**src/rtl/command_arbiter.sv**
```systemverilog
// command_arbiter: merges per-source address-load and data-write commands
// into a single addr/data bus with fixed-length strobes, busy/ack handshake,
// soft-reset command decode and a power-on reset pulse.
// Optional feature: define CMD_RR_ARB_EN for round-robin arbitration within
// each request class; otherwise the lowest index wins.
module command_arbiter #(
  parameter int unsigned     N_SRC         = 2,
  parameter int unsigned     AW            = 8,
  parameter int unsigned     DW            = 8,
  parameter int unsigned     HOLD_CYC      = 20,
  parameter int unsigned     RST_CYC       = 50000,
  parameter logic [AW-1:0]   SOFT_RST_ADDR = 8'h01,
  parameter logic [DW-1:0]   SOFT_RST_DATA = 8'h02
) (
  input  logic                  clk,
  input  logic                  reset,
  input  logic                  init,
  input  logic [N_SRC-1:0]      we_addr,
  input  logic [N_SRC*AW-1:0]   addr_in,
  input  logic [N_SRC-1:0]      write,
  input  logic [N_SRC*DW-1:0]   data_in,
  output logic [AW-1:0]         addr,
  output logic [DW-1:0]         data_out,
  output logic                  sw_out,
  output logic                  reset_out,
  output logic                  busy,
  output logic [N_SRC-1:0]      ack
);

  localparam int unsigned MAXC = (RST_CYC > HOLD_CYC) ? RST_CYC : HOLD_CYC;
  localparam int unsigned CW   = $clog2(MAXC + 1);
  localparam int unsigned IW   = (N_SRC > 1) ? $clog2(N_SRC) : 1;

  localparam logic [CW-1:0] RST_LOAD  = CW'(RST_CYC);
  localparam logic [CW-1:0] HOLD_LOAD = CW'(HOLD_CYC);
  localparam logic [CW-1:0] CNT_ONE   = CW'(1);
  localparam logic [CW-1:0] CNT_TWO   = CW'(2);

  typedef enum logic [2:0] {
    S_IDLE,
    S_RST,
    S_ADDR,
    S_WR,
    S_INIT
  } state_t;

  state_t          state;
  logic [CW-1:0]   count;
  logic [IW-1:0]   cur;
  logic [N_SRC-1:0] apend;
  logic [N_SRC-1:0] wpend;
  logic [AW-1:0]   acap [N_SRC];
  logic [DW-1:0]   dcap [N_SRC];

  logic            a_found;
  logic            w_found;
  logic [IW-1:0]   a_idx;
  logic [IW-1:0]   w_idx;
  logic            soft_hit;

`ifdef CMD_RR_ARB_EN
  logic [IW-1:0]   ptr_a;
  logic [IW-1:0]   ptr_w;

  function automatic logic [IW-1:0] nxt(input logic [IW-1:0] i);
    return IW'((int unsigned'(i) + 1) % N_SRC);
  endfunction
`endif

  assign soft_hit = (addr == SOFT_RST_ADDR) && (data_out == SOFT_RST_DATA);

  // Pick one pending source per class (round-robin or lowest index first)
  always_comb begin
    a_found = 1'b0;
    a_idx   = '0;
    w_found = 1'b0;
    w_idx   = '0;
`ifdef CMD_RR_ARB_EN
    for (int unsigned k = 0; k < N_SRC; k++) begin
      if (!a_found && apend[(int unsigned'(ptr_a) + k) % N_SRC]) begin
        a_found = 1'b1;
        a_idx   = IW'((int unsigned'(ptr_a) + k) % N_SRC);
      end
      if (!w_found && wpend[(int unsigned'(ptr_w) + k) % N_SRC]) begin
        w_found = 1'b1;
        w_idx   = IW'((int unsigned'(ptr_w) + k) % N_SRC);
      end
    end
`else
    for (int unsigned k = 0; k < N_SRC; k++) begin
      if (!a_found && apend[k]) begin
        a_found = 1'b1;
        a_idx   = IW'(k);
      end
      if (!w_found && wpend[k]) begin
        w_found = 1'b1;
        w_idx   = IW'(k);
      end
    end
`endif
  end

  // Request sampling, command FSM and all registered outputs
  always_ff @(posedge clk) begin
    if (reset) begin
      state     <= S_RST;
      count     <= RST_LOAD;
      cur       <= '0;
      reset_out <= 1'b1;
      busy      <= 1'b1;
      sw_out    <= 1'b0;
      ack       <= '0;
      addr      <= '0;
      data_out  <= '0;
      apend     <= '0;
      wpend     <= '0;
`ifdef CMD_RR_ARB_EN
      ptr_a     <= '0;
      ptr_w     <= '0;
`endif
    end else begin
      ack <= '0;

      for (int unsigned i = 0; i < N_SRC; i++) begin
        if (we_addr[i]) begin
          apend[i] <= 1'b1;
          acap[i]  <= addr_in[i*AW +: AW];
        end
        if (write[i]) begin
          wpend[i] <= 1'b1;
          dcap[i]  <= data_in[i*DW +: DW];
        end
      end

      // Pending clears below are guarded by the same-cycle request of that
      // source so a fresh request survives the ack of the current command.
      unique case (state)
        S_RST: begin
          if (count == CNT_ONE) begin
            state     <= S_IDLE;
            reset_out <= 1'b0;
            busy      <= 1'b0;
            addr      <= '0;
            data_out  <= '0;
            apend     <= '0;
            wpend     <= '0;
          end else begin
            count <= count - CNT_ONE;
          end
        end

        S_IDLE: begin
          if (soft_hit) begin
            state     <= S_RST;
            count     <= RST_LOAD;
            reset_out <= 1'b1;
            busy      <= 1'b1;
          end else if (init) begin
            state <= S_INIT;
            addr  <= '0;
            busy  <= 1'b1;
          end else if (a_found) begin
            state <= S_ADDR;
            addr  <= acap[a_idx];
            count <= HOLD_LOAD;
            cur   <= a_idx;
            busy  <= 1'b1;
`ifdef CMD_RR_ARB_EN
            ptr_a <= nxt(a_idx);
`endif
            if (HOLD_LOAD == CNT_ONE) begin
              ack[a_idx] <= 1'b1;
              if (!we_addr[a_idx]) apend[a_idx] <= 1'b0;
            end
          end else if (w_found) begin
            state    <= S_WR;
            data_out <= dcap[w_idx];
            sw_out   <= 1'b1;
            count    <= HOLD_LOAD;
            cur      <= w_idx;
            busy     <= 1'b1;
`ifdef CMD_RR_ARB_EN
            ptr_w    <= nxt(w_idx);
`endif
            if (HOLD_LOAD == CNT_ONE) begin
              ack[w_idx] <= 1'b1;
              if (!write[w_idx]) wpend[w_idx] <= 1'b0;
            end
          end
        end

        S_ADDR: begin
          if (count == CNT_ONE) begin
            state <= S_IDLE;
            busy  <= 1'b0;
          end else begin
            count <= count - CNT_ONE;
            if (count == CNT_TWO) begin
              ack[cur] <= 1'b1;
              if (!we_addr[cur]) apend[cur] <= 1'b0;
            end
          end
        end

        S_WR: begin
          if (count == CNT_ONE) begin
            state  <= S_IDLE;
            sw_out <= 1'b0;
            busy   <= 1'b0;
          end else begin
            count <= count - CNT_ONE;
            if (count == CNT_TWO) begin
              ack[cur] <= 1'b1;
              if (!write[cur]) wpend[cur] <= 1'b0;
            end
          end
        end

        S_INIT: begin
          state <= S_IDLE;
          busy  <= 1'b0;
        end

        default: begin
          state <= S_IDLE;
          busy  <= 1'b0;
        end
      endcase
    end
  end

endmodule

```
**config.mk**
```make
export PLATFORM = sky130hd
export DESIGN_NAME = command_arbiter
export DESIGN_NICKNAME = d
export VERILOG_FILES = /design/src/rtl/command_arbiter.sv
export SDC_FILE = /design/constraint.sdc
export NUM_CORES = 1
export LEC_CHECK = 0
export CAP_MARGIN = 20
export CELL_PAD_IN_SITES_DETAIL_PLACEMENT = 0
export CELL_PAD_IN_SITES_GLOBAL_PLACEMENT = 1
export CORE_MARGIN = 3
export CORE_UTILIZATION = 41
export DETAILED_ROUTE_END_ITERATION = 8
export GPL_TIMING_DRIVEN = 0
export PLACE_DENSITY_LB_ADDON = 0.1
export SYNTH_ARGS = -nofsm -noshare
export SYNTH_HDL_FRONTEND = slang
export SYNTH_SLANG_ARGS = --single-unit
```
**constraint.sdc**
```tcl
create_clock -name clk -period 3.1 [get_ports clk]
set_clock_uncertainty 0.15 [all_clocks]
set_input_delay 0.31 -clock clk [delete_from_list [all_inputs] [get_ports clk]]
set_output_delay 0.31 -clock clk [all_outputs]
set_load 0.01 [all_outputs]
```
==> results of run 1 <==
## area by class of cell
class	count	area (um^2)	area share
Timing Repair Buffer	59	590.6	0.1318
Tap cell	105	131.4	0.02932
Sequential cell	77	1862	0.4155
Clock buffer	10	127.6	0.02848
Multi-Input combinational cell	245	1593	0.3555
Inverter	6	22.52	0.005027
Clock inverter	6	87.58	0.01955
Buffer	15	66.31	0.01480
## critical path, delay by kind of cell, from the launching register on
kind / cells / cell delay (ns)
and+or+nand+nor: 4 / 1.46
DFF: 1 / 0.40
muxes: 1 / 0.38
adders and majority gates: 1 / 0.19
## Yosys cell counts, drive strengths merged, types with 2 or more instances
| cell | number | area share |
|---|---|---|
| a211o | 2 | 0.0049 |
| nand3 | 2 | 0.0028 |
| nor3 | 8 | 0.011 |
| nor2b | 23 | 0.041 |
| a21oi | 31 | 0.044 |
| edfxtp | 32 | 0.27 |
| a31o | 2 | 0.0049 |
| o311a | 2 | 0.0056 |
| clkbuf | 11 | 0.012 |
| nor4 | 8 | 0.018 |
| nor3b | 3 | 0.0064 |
| o21a | 6 | 0.013 |
| buf | 4 | 0.0071 |
| o31ai | 5 | 0.011 |
| nand4 | 6 | 0.011 |
| mux2i | 8 | 0.023 |
| or3 | 6 | 0.011 |
| nand2b | 3 | 0.0053 |
| inv | 6 | 0.0064 |
| or4 | 6 | 0.015 |
| a211oi | 5 | 0.012 |
| or2 | 3 | 0.0053 |
| a31oi | 6 | 0.011 |
| nor2 | 33 | 0.042 |
| o31a | 3 | 0.0074 |
| mux2 | 16 | 0.051 |
| ha | 3 | 0.011 |
| nand2 | 28 | 0.030 |
| nand3b | 3 | 0.0064 |
| o21ai | 12 | 0.018 |
| dfxtp | 45 | 0.25 |
## power groups by stage
stage / registers (mW) / clock network (mW) / logic [mW]
CTS: 1.13 / 0.846 / 0.172
detailed placement: 1.15 / 0 / 0.171
global route: 1.14 / 0.885 / 0.190
global placement: 1.15 / 0 / 0.169
finish: 1.13 / 0.820 / 0.170
floorplan: 1.14 / 0 / 0.0931
## stage by stage
stage | hold slack (ns) | setup slack (ns) | utilization
3_3_place_gp | 0.3151 | 0.3601 | 0.5139
5_1_grt | 0.3395 | 0.2469 | 0.5399
3_5_place_dp | 0.3199 | 0.3497 | 0.5139
4_1_cts | 0.3420 | 0.4080 | 0.5399
2_1_floorplan | 0.2589 | 0.7193 | -
6_report | 0.3300 | 0.4052 | 0.5399
## final timing paths
kind | startpoint | to | cells after the start
worst max-delay path | count[0]$_SDFFE_PP0P_ | addr[0]$_SDFFE_PP0P_ | 6
worst min-delay path | sw_out$_SDFFE_PP0P_ | sw_out$_SDFFE_PP0P_ | 1
worst max register to register | count[0]$_SDFFE_PP0P_ | addr[0]$_SDFFE_PP0P_ | 6
worst min register to register | sw_out$_SDFFE_PP0P_ | sw_out$_SDFFE_PP0P_ | 1
## state kept, by name, summed over array words and instances (netlist names), 2 cells and up
register and count:
acap 16, ack 2, addr 8, wpend 2, data_out 8, count 16, state 3, dcap 16
apend 2
## metal layers
layer	vias to the layer above	global-route usage	part of all wire
li1	1406	-	-
met2	48	0.3125	0.52
met3	6	0.04034	0.033
met4	0	0.04832	0.0064
met1	1383	0.2314	0.44
met5	-	0	0
## cell families (layout without fill, tap and decap cells)
| kind of cell | after synthesis | count (layout) | share of synthesized area |
|---|---|---|---|
| flip-flops | 77 | 77 | 0.5254 |
| AO/OA/AOI/OAI | 81 | 81 | 0.1473 |
| adder cells (fa/ha/maj) | 3 | 3 | 0.01059 |
| AND/OR/NAND/NOR | 137 | 137 | 0.2182 |
| multiplexers | 24 | 24 | 0.07345 |
| buffers and inverters | 21 | 96 | 0.02507 |
==> results.md, run 1 <==
- Outcome: finished clean
- Clock power frac: 0.387
- Deepest clock path buffer count: 2
- Netlist cell types: 54
- Die area: 9794 um^2
- CTS tree: built
- Sw power: 476.2 uW
- CP max FO: 8
- Drt first pass iters: 4
- Final Cycle Share: 0.8693
- Gp weighted congestion: 0.8389
- Final worst path period need: 2.695 ns
- CTS resizes: 0
- Max incr delay on CP: 0.50 ns
- Ant diodes: 0
- Max Slew Vio Count: 0
- Area grow syn2layout: 26.45%
- Switching share of power: 0.2247
- Gate power share: 0.080
- Vias in the first global route: 2735
- CTS clk-pin slew, worst paths: 0.08 ns
- Tot GR Track Use: 0.1820
- Total chip power: 2.119 mW
- Final net count: 455
- Post-synth EDFFs: 32
- Max Freq: 371.1 MHz
- Post-route insts no fill: 523
- Startpoint Class: register
- H-tree lvl count: 3
- Asr flop ratio synth: 0
- Syn Area/Cell: 10.33 um^2
- Fill cells: 793
- Width of the die: 98.97 um
- Commonest cells after routing, fill and taps aside: clkdlybuf4s50_1, dfxtp_1, edfxtp_1
- Register area share after synthesis: 0.5254
- Num CTS Buffers: 9
- Pwr Density: 472.9 nW/um^2
- Most common cell after layout, fill and taps aside: clkdlybuf4s50_1
- Prevailing post-synth register cell: dfxtp_1
- Share of cells above drive strength 1: 0.1100
- Antenna-violating nets left: 0
- Buffers added on ports: 59
- GRT overflow: 0
- Routed wire length: 8.718 mm
- Residual DRC: 0
- Kind of critical path: register to register
- Cells after DPL: 507
- Synth Net Count: 385
- Cells after Synth: 343
- Worst path required time: 3.18 ns
- DR WL/cell: 16.67 um
- Unrepaired setup endpoints after global routing: no
- Die Y: 98.97 um
- Actual slew at the worst max-slew pin: 0.7576 ns
- Largest net degree at the start of global routing: 14
- Average vias per placed instance: 5.436
- Pint: 1.643 mW
- Max-Cap Viols: 0
- Crit path arrival time: 2.78 ns
- Initial Utilization: 0.4270
- Max-Slew Margin vs Limit: 0.4930
- VDD IR max: 0.0002326 V
- R2R Setup Slk: 0.41 ns
- CP Capture Type: register
- Antenna violations before repair: 0
- Pleak: 1.583 nW
- CP Cell Sequence: ha_1 -> or4b_4 -> nor4_4 -> nand3_1 -> nand2_1 -> mux2_2
- Yosys reg bits: 77
- Placed Area: 4265 um^2
- CTS root buf: clkbuf_8
- Final hold violation count: 0
- Setup TNS: 0 ns
- Row count: 33
- I/O Pins: 60
- Setup violators final: 0
- Core area: 8299 um^2
- Clock sink total: 77
- Slowest cell on the critical path: or4b_4
- Warnings from Yosys: 0
- Final instance area: 4481 um^2
- Hold Buf Count CTS: 0
- Vias: 2843
- Sequential share of power: 0.533
- Post-DP HPWL: 6.442 mm
- Post-CTS Setup Bufs: 0
- Worst hold path class: register to register
- First-pass GRT wire length: 14.03 mm
- Mapped Area: 3543 um^2
- 1st-iter DRT viols: 93
- Clk_lat worst skew: 0.35 ns
Power figures use the tool's default switching activity.
==> inputs of run 2 (changes only) <==
--- a/config.mk
+++ b/config.mk
@@ -8,6 +8,7 @@
 export CAP_MARGIN = 20
 export CELL_PAD_IN_SITES_DETAIL_PLACEMENT = 0
 export CELL_PAD_IN_SITES_GLOBAL_PLACEMENT = 1
+export CORE_ASPECT_RATIO = 0.6
 export CORE_MARGIN = 3
 export CORE_UTILIZATION = 41
 export DETAILED_ROUTE_END_ITERATION = 8
==> results.md, run 2 (synthesis gave the netlist of run 1 again) <==
- Vias in the first global route: 2691 (was 2735)
- Hold Buf Count CTS: 0 (unchanged)
- Clock sink total: 77 (unchanged)
- Max-Slew Margin vs Limit: 0.4096 (was 0.4930)
- Actual slew at the worst max-slew pin: 0.8838 ns (was 0.7576 ns)
- Antenna-violating nets left: 0 (unchanged)
- Worst hold path class: register to register (unchanged)
- Final instance area: 4553 um^2 (was 4481 um^2)
- Fill cells: 740 (was 793)
- Routed wire length: 9.517 mm (was 8.718 mm)
- Commonest cells after routing, fill and taps aside: clkdlybuf4s50_1, dfxtp_1, edfxtp_1 (unchanged)
- Startpoint Class: register (unchanged)
- Setup TNS: 0 ns (unchanged)
- Total chip power: 2.318 mW (was 2.119 mW)
- Kind of critical path: register to register (unchanged)
- Dpl ws: 0.2080 ns (was 0.3497 ns)
- Largest net degree at the start of global routing: 13 (was 14)
- CTS root buf: clkbuf_16 (was clkbuf_8)
- Unrepaired setup endpoints after global routing: no (unchanged)
- Crit path arrival time: 2.81 ns (was 2.78 ns)
- Post-route worst setup slack: 0.3592 ns (was 0.4052 ns)
- Initial Utilization: 0.4357 (was 0.4270)
- Gp weighted congestion: 0.8809 (was 0.8389)
- Reg area: 1862 um^2 (unchanged)
- Average vias per placed instance: 5.399 (was 5.436)
- Cells after DPL: 510 (was 507)
- Drt first pass iters: 5 (was 4)
- CTS clk-pin slew, worst paths: 0.06 ns (was 0.08 ns)
- GRT overflow: 0 (unchanged)
- Tot GR Track Use: 0.1989 (was 0.1820)
- Core area: 8133 um^2 (was 8299 um^2)
- Max Slew Vio Count: 0 (unchanged)
- Final Util: 0.5598 (was 0.5399)
- Residual DRC: 0 (unchanged)
- 1st-iter DRT viols: 186 (was 93)
- CP Capture Type: register (unchanged)
- Final hold violation count: 0 (unchanged)
- Pleak: 1.612 nW (was 1.583 nW)
- First-pass GRT wire length: 15.09 mm (was 14.03 mm)
- Most common cell after layout, fill and taps aside: clkdlybuf4s50_1 (unchanged)
- Antenna violations before repair: 0 (unchanged)
- Width of the die: 126.0 um (was 98.97 um)
- Row count: 25 (was 33)
- Deepest clock path buffer count: 2 (unchanged)
- Area grow syn2layout: 28.50% (was 26.45%)
- Pwr Density: 509.0 nW/um^2 (was 472.9 nW/um^2)
- CP max FO: 8 (unchanged)
- DR WL/cell: 18.09 um (was 16.67 um)
- Buffers added on ports: 59 (unchanged)
- Top flop regs: acap: 16 flops, count: 16 flops, dcap: 16 flops (unchanged)
- Multi-input gate area: 1593 um^2 (unchanged)
- Final worst path period need: 2.741 ns (was 2.695 ns)
- Vias: 2840 (was 2843)
- Final Cycle Share: 0.8841 (was 0.8693)
- Post-CTS Setup Bufs: 0 (unchanged)
- CTS resizes: 0 (unchanged)
- Max Freq: 364.9 MHz (was 371.1 MHz)
- Final net count: 455 (unchanged)
- Post-DP HPWL: 7.074 mm (was 6.442 mm)
- Ant diodes: 0 (unchanged)
- Max-Cap Viols: 0 (unchanged)
- Worst Hold Slack: 0.3267 ns (was 0.3300 ns)
- VDD IR max: 0.0002781 V (was 0.0002326 V)
- Share of cells above drive strength 1: 0.1029 (was 0.1100)
- Num CTS Buffers: 9 (unchanged)
- Outcome: finished clean (unchanged)
- Setup violators final: 0 (unchanged)
- Die area: 9830 um^2 (was 9794 um^2)
- Worst path required time: 3.17 ns (was 3.18 ns)
- Clk_lat worst skew: 0.33 ns (was 0.35 ns)
- CTS tree: built (unchanged)
- Die Y: 78.01 um (was 98.97 um)
- I/O Pins: 60 (unchanged)
- H-tree lvl count: 3 (unchanged)
- Placed Area: 4269 um^2 (was 4265 um^2)
- Post-route insts no fill: 526 (was 523)
run 2: area by class of cell:
type,instances,area share
buffer,15,0.01456
clock buffer,11,0.05111
inverter,6,0.004946
clock inverter,5,0.01127
tap,108,0.02968
multi-input combinational,245,0.3498
timing repair buffer,59,0.1297
sequential,77,0.4089
run 2: where the power goes:
part / switching, mW / total (mW) / internal, mW
Sequential: 0.0288 / 1.13 / 1.10
Clock: 0.394 / 1.01 / 0.618
Combinational: 0.0860 / 0.173 / 0.0874
run 2: path summary, 6_finish.rpt:
path / cells after the start / slack (ns) / start / to
max: 7 / 0.36 / count[1]$_SDFFE_PP0P_ / addr[7]$_SDFFE_PP0P_
min reg2reg: 1 / 0.33 / busy$_SDFFE_PP1P_ / busy$_SDFFE_PP1P_
min: 1 / 0.33 / busy$_SDFFE_PP1P_ / busy$_SDFFE_PP1P_
max reg2reg: 7 / 0.36 / count[1]$_SDFFE_PP0P_ / addr[7]$_SDFFE_PP0P_
run 2: routing by layer:
metal,up-vias,share of wire,track usage
met5,-,0,0
met4,0,0.0060,0.06531
met3,4,0.077,0.07274
met2,85,0.37,0.2338
met1,1332,0.55,0.3204
li1,1419,-,-
run 2: worst max-delay path: stages, from the launching register on:
cell,delay (ns)
dfxtp_1,0.34
inv_1,0.09
ha_1,0.15
or4b_4,0.52
nor4_4,0.46
nand3_1,0.20
nand2_1,0.33
mux2_2,0.38
==> inputs of run 3 (changes only) <==
--- a/config.mk
+++ b/config.mk
@@ -12,8 +12,8 @@
 export CORE_MARGIN = 3
 export CORE_UTILIZATION = 41
 export DETAILED_ROUTE_END_ITERATION = 8
-export GPL_TIMING_DRIVEN = 0
 export PLACE_DENSITY_LB_ADDON = 0.1
+export REMOVE_ABC_BUFFERS = 1
 export SYNTH_ARGS = -nofsm -noshare
 export SYNTH_HDL_FRONTEND = slang
 export SYNTH_SLANG_ARGS = --single-unit
==> results.md, run 3 (synthesis gave the netlist of run 1 again) <==
- Average vias per placed instance: 5.609 (was 5.399)
- Dpl ws: 0.5126 ns (was 0.2080 ns)
- CP max FO: 8 (unchanged)
- Antenna violations before repair: 0 (unchanged)
- Core area: 8133 um^2 (unchanged)
- Final hold violation count: 0 (unchanged)
- Die Y: 78.01 um (unchanged)
- Final worst path period need: 2.597 ns (was 2.741 ns)
- Setup violators final: 0 (unchanged)
- Worst hold path class: input port to register (was register to register)
- Post-DP HPWL: 6.767 mm (was 7.074 mm)
- Share of cells above drive strength 1: 0.1290 (was 0.1029)
- Fill cells: 752 (was 740)
- CTS resizes: 0 (unchanged)
- Final Cycle Share: 0.8378 (was 0.8841)
- Max-Slew Margin vs Limit: 0.4676 (was 0.4096)
- Area grow syn2layout: 29.34% (was 28.50%)
- M2 GR Usage: 0.2503 (was 0.2338)
- Ant diodes: 0 (unchanged)
- Worst path required time: 3.18 ns (was 3.17 ns)
- Antenna-violating nets left: 0 (unchanged)
- Max-Cap Viols: 0 (unchanged)
- Drt first pass iters: 4 (was 5)
- CP Capture Type: register (unchanged)
- Crit path arrival time: 2.67 ns (was 2.81 ns)
- Unrepaired setup endpoints after global routing: no (unchanged)
- Initial Utilization: 0.4357 (unchanged)
- Buffers added on ports: 59 (unchanged)
- Width of the die: 126.0 um (unchanged)
- Hold Buf Count CTS: 0 (unchanged)
- Met3 Use GR: 0.06662 (was 0.07274)
- Clock sink total: 77 (unchanged)
- CTS root buf: clkbuf_16 (unchanged)
- DR WL/cell: 17.95 um (was 18.09 um)
- Row count: 25 (unchanged)
- Gp weighted congestion: 0.8415 (was 0.8809)
- Gr busiest metal: met1 (unchanged)
- Routed wire length: 9.314 mm (was 9.517 mm)
- Pleak: 1.643 nW (was 1.612 nW)
- Clk_lat worst skew: 0.34 ns (was 0.33 ns)
- Residual DRC: 0 (unchanged)
- Worst Hold Slack: 0.2529 ns (was 0.3267 ns)
- Setup TNS: 0 ns (unchanged)
- Met1 Use GR: 0.3153 (was 0.3204)
- Outcome: finished clean (unchanged)
- Num CTS Buffers: 9 (unchanged)
- Final instance area: 4583 um^2 (was 4553 um^2)
- Pwr Density: 533.1 nW/um^2 (was 509.0 nW/um^2)
- Largest net degree at the start of global routing: 22 (was 13)
- Deepest clock path buffer count: 2 (unchanged)
- Kind of critical path: register to register (unchanged)
- Die area: 9830 um^2 (unchanged)
- GRT overflow: 0 (unchanged)
- CTS tree: built (unchanged)
- VDD IR max: 0.0002987 V (was 0.0002781 V)
- Placed Area: 4258 um^2 (was 4269 um^2)
- Tot GR Track Use: 0.1968 (was 0.1989)
- First-pass GRT wire length: 14.96 mm (was 15.09 mm)
- Top flop regs: acap: 16 flops, count: 16 flops, dcap: 16 flops (unchanged)
- CTS clk-pin slew, worst paths: 0.06 ns (about the same)
- Actual slew at the worst max-slew pin: 0.7970 ns (was 0.8838 ns)
- 1st-iter DRT viols: 247 (was 186)
- Post-route worst setup slack: 0.5029 ns (was 0.3592 ns)
- Most common cell after layout, fill and taps aside: clkdlybuf4s50_1 (unchanged)
- Max Slew Vio Count: 0 (unchanged)
- Post-CTS Setup Bufs: 0 (unchanged)
- Vias in the first global route: 2635 (was 2691)
- Startpoint Class: register (unchanged)
- Vias: 2911 (was 2840)
- Max Freq: 385.0 MHz (was 364.9 MHz)
- H-tree lvl count: 3 (unchanged)
- I/O Pins: 60 (unchanged)
- Commonest cells after routing, fill and taps aside: clkdlybuf4s50_1, dfxtp_1, edfxtp_1 (unchanged)
- Final net count: 448 (was 455)
run 3: final timing paths:
kind              cells past startpoint                    end  slack, ns                  start
hold reg to reg                       1      busy$_SDFFE_PP1P_       0.34      busy$_SDFFE_PP1P_
setup reg to reg                      6   addr[7]$_SDFFE_PP0P_       0.50  count[0]$_SDFFE_PP0P_
hold / removal                        2  count[1]$_SDFFE_PP0P_       0.25                  reset
setup / recovery                      6   addr[7]$_SDFFE_PP0P_       0.50  count[0]$_SDFFE_PP0P_
run 3: cell type report:
| type | count | area (um^2) | area share |
|---|---|---|---|
| clock inverter | 6 | 86.33 | 0.01884 |
| timing repair buffer | 67 | 645.6 | 0.1409 |
| multi-input combinational | 245 | 1593 | 0.3475 |
| tap | 108 | 135.1 | 0.02948 |
| clock buffer | 10 | 239.0 | 0.05214 |
| sequential | 77 | 1862 | 0.4062 |
| inverter | 6 | 22.52 | 0.004914 |
run 3: stage by stage:
step	util	total power [mW]	cells
2_1_floorplan	-	1.230	328
3_3_place_gp	0.5235	1.325	503
3_5_place_dp	0.5235	1.328	503
4_1_cts	0.5635	2.458	519
5_1_grt	0.5635	2.531	519
6_report	0.5635	2.443	519
run 3: critical path, cell delays in order (launching register included):
cell	delay [ns]
dfxtp_1	0.40
ha_1	0.19
or4b_4	0.50
nor4_4	0.37
nand3_1	0.18
nand2_1	0.32
mux2_2	0.38
run 3: layer usage:
metal | up-vias | wire [um]
li1 | 1398 | -
met1 | 1389 | 4831
met2 | 120 | 3608
met3 | 4 | 829
met4 | 0 | 45
met5 | - | 0
run 3: power breakdown:
group	switching, mW	internal (mW)
registers	0.0296	1.10
logic	0.0853	0.0912
clock network	0.409	0.725
total	0.524	1.92
